## src/rtl/queue_enq_arbiter.sv

```systemverilog
`default_nettype none
// ============================================================================
// Module   : queue_enq_arbiter
// Brief    : Round-robin arbiter sharing one valid/ready queue enqueue port
//            among NUM_REQ requesters. It has a registered output slot and an
//            optional burst lock.
// Revision : 1.0 - initial release
// ============================================================================
module queue_enq_arbiter #(
    parameter int NUM_REQ    = 4,
    parameter int DATA_WIDTH = 4,
    parameter int MAX_BURST  = 1,
    parameter int ID_WIDTH   = $clog2(NUM_REQ)
) (
    input  logic                          clk,
    input  logic                          reset,
    input  logic [NUM_REQ*DATA_WIDTH-1:0] req_data,
    input  logic [NUM_REQ-1:0]            req_valid,
    output logic [NUM_REQ-1:0]            req_ready,
    output logic [DATA_WIDTH-1:0]         enq_data,
    output logic                          enq_valid,
    input  logic                          enq_ready,
    output logic [ID_WIDTH-1:0]           enq_id,
    output logic                          locked
);

    localparam int                    c_CNT_WIDTH = $clog2(MAX_BURST + 1);
    localparam logic [0:0]            c_IDLE      = 1'b0;
    localparam logic [0:0]            c_LOCKED    = 1'b1;
    localparam logic [c_CNT_WIDTH-1:0] c_MAX_BURST = c_CNT_WIDTH'(MAX_BURST);
    localparam logic [ID_WIDTH-1:0]   c_LAST_ID   = ID_WIDTH'(NUM_REQ - 1);
    localparam logic [ID_WIDTH:0]     c_NUM_REQ   = (ID_WIDTH + 1)'(NUM_REQ);

    logic [0:0]             r_state;
    logic [ID_WIDTH-1:0]    r_rr_ptr;
    logic [ID_WIDTH-1:0]    r_owner;
    logic [c_CNT_WIDTH-1:0] r_burst_cnt;
    logic                   r_enq_valid;
    logic [DATA_WIDTH-1:0]  r_enq_data;
    logic [ID_WIDTH-1:0]    r_enq_id;

    logic [DATA_WIDTH-1:0]  w_req_data [NUM_REQ];
    logic                   w_can_load;
    logic                   w_owner_hold;
    logic [ID_WIDTH-1:0]    w_owner_next;
    logic [ID_WIDTH-1:0]    w_scan_start;
    logic [ID_WIDTH:0]      w_sum;
    logic [ID_WIDTH-1:0]    w_idx;
    logic                   w_scan_hit;
    logic [ID_WIDTH-1:0]    w_scan_idx;
    logic                   w_have_winner;
    logic [ID_WIDTH-1:0]    w_winner;
    logic [ID_WIDTH-1:0]    w_winner_next;
    logic                   w_xfer;
    logic [NUM_REQ-1:0]     w_req_ready;
    logic [c_CNT_WIDTH-1:0] w_cnt_inc;

    generate
        for (genvar gi = 0; gi < NUM_REQ; gi++) begin : g_unpack
            assign w_req_data[gi] = req_data[gi*DATA_WIDTH +: DATA_WIDTH];
        end
    endgenerate

    assign w_can_load    = !r_enq_valid || enq_ready;
    assign w_owner_hold  = (r_state == c_LOCKED) && req_valid[r_owner];
    assign w_owner_next  = (r_owner == c_LAST_ID) ? '0 : r_owner + 1'b1;
    assign w_scan_start  = (r_state == c_LOCKED) ? w_owner_next : r_rr_ptr;
    assign w_cnt_inc     = r_burst_cnt + 1'b1;

    // Modulo scan works for any NUM_REQ, not just powers of two.
    always_comb begin
        w_scan_hit = 1'b0;
        w_scan_idx = '0;
        w_sum      = '0;
        w_idx      = '0;
        for (int k = 0; k < NUM_REQ; k++) begin
            w_sum = {1'b0, w_scan_start} + (ID_WIDTH + 1)'(k);
            if (w_sum >= c_NUM_REQ) begin
                w_sum = w_sum - c_NUM_REQ;
            end
            w_idx = w_sum[ID_WIDTH-1:0];
            if (!w_scan_hit && req_valid[w_idx]) begin
                w_scan_hit = 1'b1;
                w_scan_idx = w_idx;
            end
        end
    end

    assign w_have_winner = w_owner_hold || w_scan_hit;
    assign w_winner      = w_owner_hold ? r_owner : w_scan_idx;
    assign w_winner_next = (w_winner == c_LAST_ID) ? '0 : w_winner + 1'b1;
    assign w_xfer        = !reset && w_have_winner && w_can_load;

    always_comb begin
        w_req_ready = '0;
        if (w_xfer) begin
            w_req_ready[w_winner] = 1'b1;
        end
    end

    always_ff @(posedge clk) begin
        if (reset) begin
            r_state     <= c_IDLE;
            r_rr_ptr    <= '0;
            r_owner     <= '0;
            r_burst_cnt <= '0;
            r_enq_valid <= 1'b0;
            r_enq_data  <= '0;
            r_enq_id    <= '0;
        end else begin
            if (w_xfer) begin
                r_enq_data  <= w_req_data[w_winner];
                r_enq_id    <= w_winner;
                r_enq_valid <= 1'b1;
            end else if (r_enq_valid && enq_ready) begin
                r_enq_valid <= 1'b0;
            end

            if (w_owner_hold) begin
                // Owner keeps the grant; a stalled owner holds everything.
                if (w_xfer) begin
                    if (w_cnt_inc == c_MAX_BURST) begin
                        r_state     <= c_IDLE;
                        r_rr_ptr    <= w_owner_next;
                        r_burst_cnt <= '0;
                    end else begin
                        r_burst_cnt <= w_cnt_inc;
                    end
                end
            end else if (w_xfer) begin
                if (MAX_BURST == 1) begin
                    r_state  <= c_IDLE;
                    r_rr_ptr <= w_winner_next;
                end else begin
                    r_state     <= c_LOCKED;
                    r_owner     <= w_winner;
                    r_burst_cnt <= c_CNT_WIDTH'(1);
                end
            end else if (r_state == c_LOCKED) begin
                r_state     <= c_IDLE;
                r_rr_ptr    <= w_owner_next;
                r_burst_cnt <= '0;
            end
        end
    end

    assign req_ready = w_req_ready;
    assign enq_data  = r_enq_data;
    assign enq_valid = r_enq_valid;
    assign enq_id    = r_enq_id;
    assign locked    = (r_state == c_LOCKED);

endmodule
`default_nettype wire

```

## config.mk

```make
export PLATFORM = sky130hd
export DESIGN_NAME = queue_enq_arbiter
export DESIGN_NICKNAME = d
export VERILOG_FILES = /design/src/rtl/queue_enq_arbiter.sv
export SDC_FILE = /design/constraint.sdc
export NUM_CORES = 1
export LEC_CHECK = 0
export CAP_MARGIN = 30
export CORE_MARGIN = 2
export CORE_UTILIZATION = 35
export CTS_BUF_LIST = sky130_fd_sc_hd__clkbuf_8
export DETAILED_ROUTE_END_ITERATION = 6
export GPL_TIMING_DRIVEN = 1
export HOLD_SLACK_MARGIN = 0.06
export PLACE_DENSITY = 0.72
export SYNTH_ARGS = -nofsm -noshare
export SYNTH_HDL_FRONTEND = slang
export SYNTH_SLANG_ARGS = --single-unit
```

## constraint.sdc

```tcl
create_clock -name clk -period 3.7 [get_ports clk]
set_input_delay 0.74 -clock clk [delete_from_list [all_inputs] [get_ports clk]]
set_output_delay 0.74 -clock clk [all_outputs]
set_load 0.05 [all_outputs]
```

# Yosys cells after proc, flatten, opt, wreduce, memory -nomap -nowiden
# Cells that the tools add are included.
[op_classes] addsub=8 reduce_logical=14 eq_ne=1 n_lt_le_gt_ge=11 n_mux=29 n_bitwise=1
[op_table] cell="$mux 2" n=9
[op_table] cell="$lt 2x3->1 const B" n=5
[op_table] cell="$ge 3x3->1 const B" n=4
[op_table] cell="$mux 4" n=3
[op_table] cell="$mux 1" n=11
[op_table] cell="$bmux 1 s2" n=4
[op_table] cell="$bmux 4 s2" n=1
[op_table] cell="$sub 2x1->2 const B" n=4
[op_table] cell="$logic_and 1x1->1" n=7
[op_table] cell="$add 2x2->3 const B" n=2
[op_table] cell="$logic_not 1->1" n=5
[op_table] cell="$add 2x1->3 const B" n=1
[op_table] cell="$ge 2x3->1 const B" n=1
[op_table] cell="$not 2->3" n=1
[op_table] cell="$add 2x1->2 const B" n=1
[op_table] cell="$demux 1 s2" n=1
[op_table] cell="$eq 2x2->1 const B" n=1
[op_table] cell="$ge 2x1->1 const B" n=1
[op_table] cell="$reduce_bool 2->1" n=1
[op_table] cell="$logic_or 1x1->1" n=1
[totals] out_inout_bits=12 wordCells=68 register_bits=9

# Logic depth before layout (Yosys ltp)
# Gate-level depths: netlist of run 1.
[depth] word_depth=19 ltp_mapped=6

# Least setup slack after synthesis of run 1
# OpenSTA, ideal clock, no wires.
[synth_path] path_type="input -> output" startpoint="input port req_valid[0]" endpoint="output port req_ready[3]" setup_slack_ps=884 cell_stages=5 required_ps=2960 n_path_buf=0 arrival_time_ps=2076 cell_sequence="a21oi_1 > nor3b_2 > nor3_2 > nand2_1 > nor2_1"
[synth_via] elab_chain_cells=17 elab_cells_between_ends=30 cone_classes="order compare: 2; mux: 19; reduce/logical: 9"
[synth_rtl] element="start, declared" line="18" text="input logic [NUM_REQ-1:0] req_valid,"
[synth_rtl] element="$bmux 1 s2" line="82" text="if (!w_scan_hit && req_valid[w_idx]) begin"
[synth_rtl] element="$mux 1 (implied by the code)" line="82"
[synth_rtl] element="$mux 1" line="82"
[synth_rtl] element="$logic_not 1->1" line="82"
[synth_rtl] element="$logic_and 1x1->1" line="82"
[synth_rtl] element="$mux 1" line="82"
[synth_rtl] element="$logic_not 1->1" line="82"
[synth_rtl] element="$logic_and 1x1->1" line="82"
[synth_rtl] element="$mux 1" line="82"
[synth_rtl] element="$logic_not 1->1" line="82"
[synth_rtl] element="$logic_and 1x1->1" line="82"
[synth_rtl] element="$mux 2" line="82"
[synth_rtl] element="$lt 2x3->1 (implied by the code) or $ge 2x1->1 (tied branches)" line="97" text="w_req_ready[w_winner] = 1'b1;"
[synth_rtl] element="$logic_and 1x1->1 (implied by the code)" line="97"
[synth_rtl] element="$mux 1 (implied by the code)" line="97"
[synth_rtl] element="$demux 1 s2" line="97"
[synth_rtl] element="$mux 4 *" line="96" text="if (w_xfer) begin"
[synth_rtl] element="end, declared" line="19" text="output logic [NUM_REQ-1:0] req_ready,"
# Every way passes the cells marked *; elsewhere a longest branch is shown, timed or not. The select of a mux whose other input is x is not followed.

# Worst setup path in the final report of run 1
[layout_path] startpoint="input port req_valid[3]" endpoint="output port req_ready[0]"
# Same word-level chain as after synthesis.

==> metrics.txt, run 1 <==
status completed; Ant. Diodes 0; Fin. Hold Viols 0; total wire length 1.53 mm; slowest CP cell nor4_1; Clock Skew 0.00105 ns; TritonRoute pass-1 iters 2; initial core utilization between 30% and 40%; maximum vdd drop ~0.28 mV; # IOs 35; Clock Tree Root clkbuf_8; post-synthesis sequential area ratio 29.9%; WHS Endpoint enq_id[1]$_SDFFE_PP0P_; WL met3 roughly 82 microns; hold path depth 2; total internal power around 0.27 mW; total power 0.432 mW; slew margin rel. around two thirds; antenna violations before repair 0; TritonCTS buffer count 3; die area between 2000 and 2500 sq um; Comb power frac roughly 46%; global-route wire length before repair ~2.4 mm; critical path fanouts, max 7; DP HPWL 1.26 mm; Placeable Area ~1600 sq um; Reg clk slew, reported paths approximately 0.040 ns; Via Count ~600; Residual DRC 0; leakage power roughly 0.42 nW; Hold Startpoint enq_id[1]$_SDFFE_PP0P_; share of synthesized registers carrying an async set or reset 0%; clock share of power about a quarter; synth unique cells 28; post-route cell area 978 sq um; fraction of layout cells with a size suffix above 1 13.7%; Max Cap Viol 0; Post-synth EDFFs 0; DRT met1 WL 736 microns; CTS tree yes; fmax 0.304 GHz; top cells by instance count after synthesis 9 x dfxtp_1, 8 x mux2i_1, 7 x nor2_1; post-cts resize count 0; final-report setup violation count 0; die height 45.5 microns; Cell Pwr Density approximately 440 nW/um^2; synthesized area just over 600 sq um; WS Path Type in -> out; Synth Warn # 0; GRT overflow 0; actual slew at the worst max-slew pin just over 0.5 ns; Hold Slack around 0.46 ns; largest net degree at the start of global routing 11; Total Nets Final about 130; top-count cell post-synth dfxtp_1; max-slew violations 0; Setup crit start req_valid[3]; Avg Cell Area, Syn around 8.9 sq um; Syn Nets 91; number of setup buffers added after CTS 0; die width roughly 46 microns; crit-path cells clkdlybuf4s50_1 > nor4_1 > a21o_1 > nor2_1 > nand2b_1 > nor2_1 > buf_4; synth top area cells dfxtp_1 30%, mux2i_1 13%, o221ai_1 5.8%; post-synthesis cell count between 60 and 70; global-route usage over all layers between 10% and 20%; vias in the first global route 580; switching part of the total between 30% and 40%; H-tree level count 1; cell mode on critical path nor2_1; 1st-iter DRT viols 3; WL met2 between 600 and 700 microns; post-synthesis register bit count 9; Min Clock Period, post-route ~3.3 ns; Final Wtd Congestion 0.808; area grow syn2layout 62.2%; Critical Path AT roughly 2.6 ns; crit-path leading delay family simple AND/OR/NAND/NOR gates; commonest register cell after synthesis dfxtp_1; RSZ-0062 raised after global routing no; reg2reg end enq_data[3]$_SDFFE_PP0P_; Vias/cell slightly above 5; CTS sink count 9; Worst Path Buf+Inv 2; CP required between 2 and 3 ns; R2R Path Start r_rr_ptr[0]$_SDFFE_PP0P_; PortBufs 33; switching power ~0.16 mW; drt wl/cell between 10 and 15 microns; setup TNS 0 ns; max layer used met4; area share of the largest cell type after synthesis between 20 and 30%; endpoint class of the critical path output pin; Flop pwr share just under 30%; hold buffer count at CTS 0; worst r2r path cells 5; later-pin clock latency in the skew report approximately 0.23 ns; Reg2Reg Setup Slack 1.92 ns; slowest cell delay on critical path roughly 0.52 ns; Critical Path Source Type input pin; site row count 14; placed instance area 933 sq um; largest area contributor in the netlist dfxtp_1; Hold Path Class reg -> reg; final clock period utilization by the worst path approximately nine tenths; post-route ant nets 0; clk buf depth 2
[cell type report]
| cell class | instances | area [sq um] |
|---|---|---|
| fillers | 132 | 581 |
| multi-input cells | 52 | 385 |
| repair buffers | 33 | 333 |
| flip-flops and latches | 9 | 180 |
| clock buffers | 3 | 41.3 |
| well taps | 16 | 20.0 |
| inverters | 4 | 15.0 |
| clock inverters | 1 | 3.75 |
[kinds of logic (layout without fill, tap and decap cells)]
group,count (synthesis),after routing,share of synthesized area [%]
and+or+nand+nor,25,25,23.9
AOI/OAI and AO/OA,17,17,24.7
DFF,9,9,29.9
muxes,8,8,13.3
buffers and inverters,7,41,6.22
other,1,1,0.622
xor gates and xnor gates,1,1,1.45
[flip-flops by register name, summed over array words and instances, names as in the netlist]
register	cells
r_rr_ptr	2
enq_id	2
enq_valid	1
enq_data	4
[through the flow]
| stage | setup WS [ns] | cells | util [%] |
|---|---|---|---|
| final | 0.409 | 118 | 62.8 |
| after global routing | 0.190 | 118 | 62.8 |
| after CTS | 0.412 | 118 | 62.8 |
| after global placement | 0.494 | 114 | 59.9 |
| after detailed placement | 0.411 | 114 | 59.9 |
| after floorplan | 0.884 | 68 | - |
[per-layer routing]
metal | vias to the layer above | GRT usage (%)
met3 | 2 | 1.19
met1 | 266 | 20.6
met2 | 17 | 24.2
met4 | 0 | 14.7
li1 | 314 | -
met5 | - | 0
[tightest hold or removal path: stages, from the launching register on]
cell and delay [ns]:
dfxtp_1 0.30, nand2_1 0.05, a21oi_1 0.05
[power groups by stage]
| stage | Clock (mW) | Combinational (mW) | Sequential (mW) |
|---|---|---|---|
| after floorplan | 0 | 0.0990 | 0.164 |
| after global placement | 0 | 0.200 | 0.128 |
| after detailed placement | 0 | 0.200 | 0.128 |
| after CTS | 0.113 | 0.201 | 0.126 |
| after global routing | 0.116 | 0.212 | 0.128 |
| final | 0.107 | 0.199 | 0.126 |
[placed cells by master (no fill, tap or decap), drive strengths merged]
master / Yosys / layout
a211oi: 2 / 2
conb: 1 / 1
clkinv: 1 / 1
buf: 2 / 4
o221ai: 4 / 4
a21oi: 7 / 7
inv: 3 / 4
nor2: 7 / 7
nand3b: 4 / 4
xnor2: 1 / 1
a211o: 1 / 1
nor3: 1 / 1
and3: 1 / 1
a221oi: 1 / 1
clkbuf: 1 / 3
a21o: 1 / 1
clkdlybuf4s50: 0 / 29
and3b: 1 / 1
nand2: 6 / 6
dfxtp: 9 / 9
nor3b: 1 / 1
mux2i: 8 / 8
nor4: 1 / 1
nand2b: 3 / 3
o22ai: 1 / 1
[worst max-delay path by stage]
stage | end | slack, ns | cells past startpoint
after detailed placement | req_ready[0] | 0.41 | 7
final | req_ready[0] | 0.41 | 7
after CTS | req_ready[0] | 0.41 | 7
after global placement | req_ready[2] | 0.49 | 6
after floorplan | req_ready[3] | 0.88 | 5
after global routing | req_ready[0] | 0.19 | 7
Note: power is estimated with default switching activity, not from simulation.
==> run 2: changes to the inputs <==
HOLD_SLACK_MARGIN = unset   (was 0.06)
==> results of run 2 <==
Same layout as run 1: the final DEF is identical, and so are final timing and power.
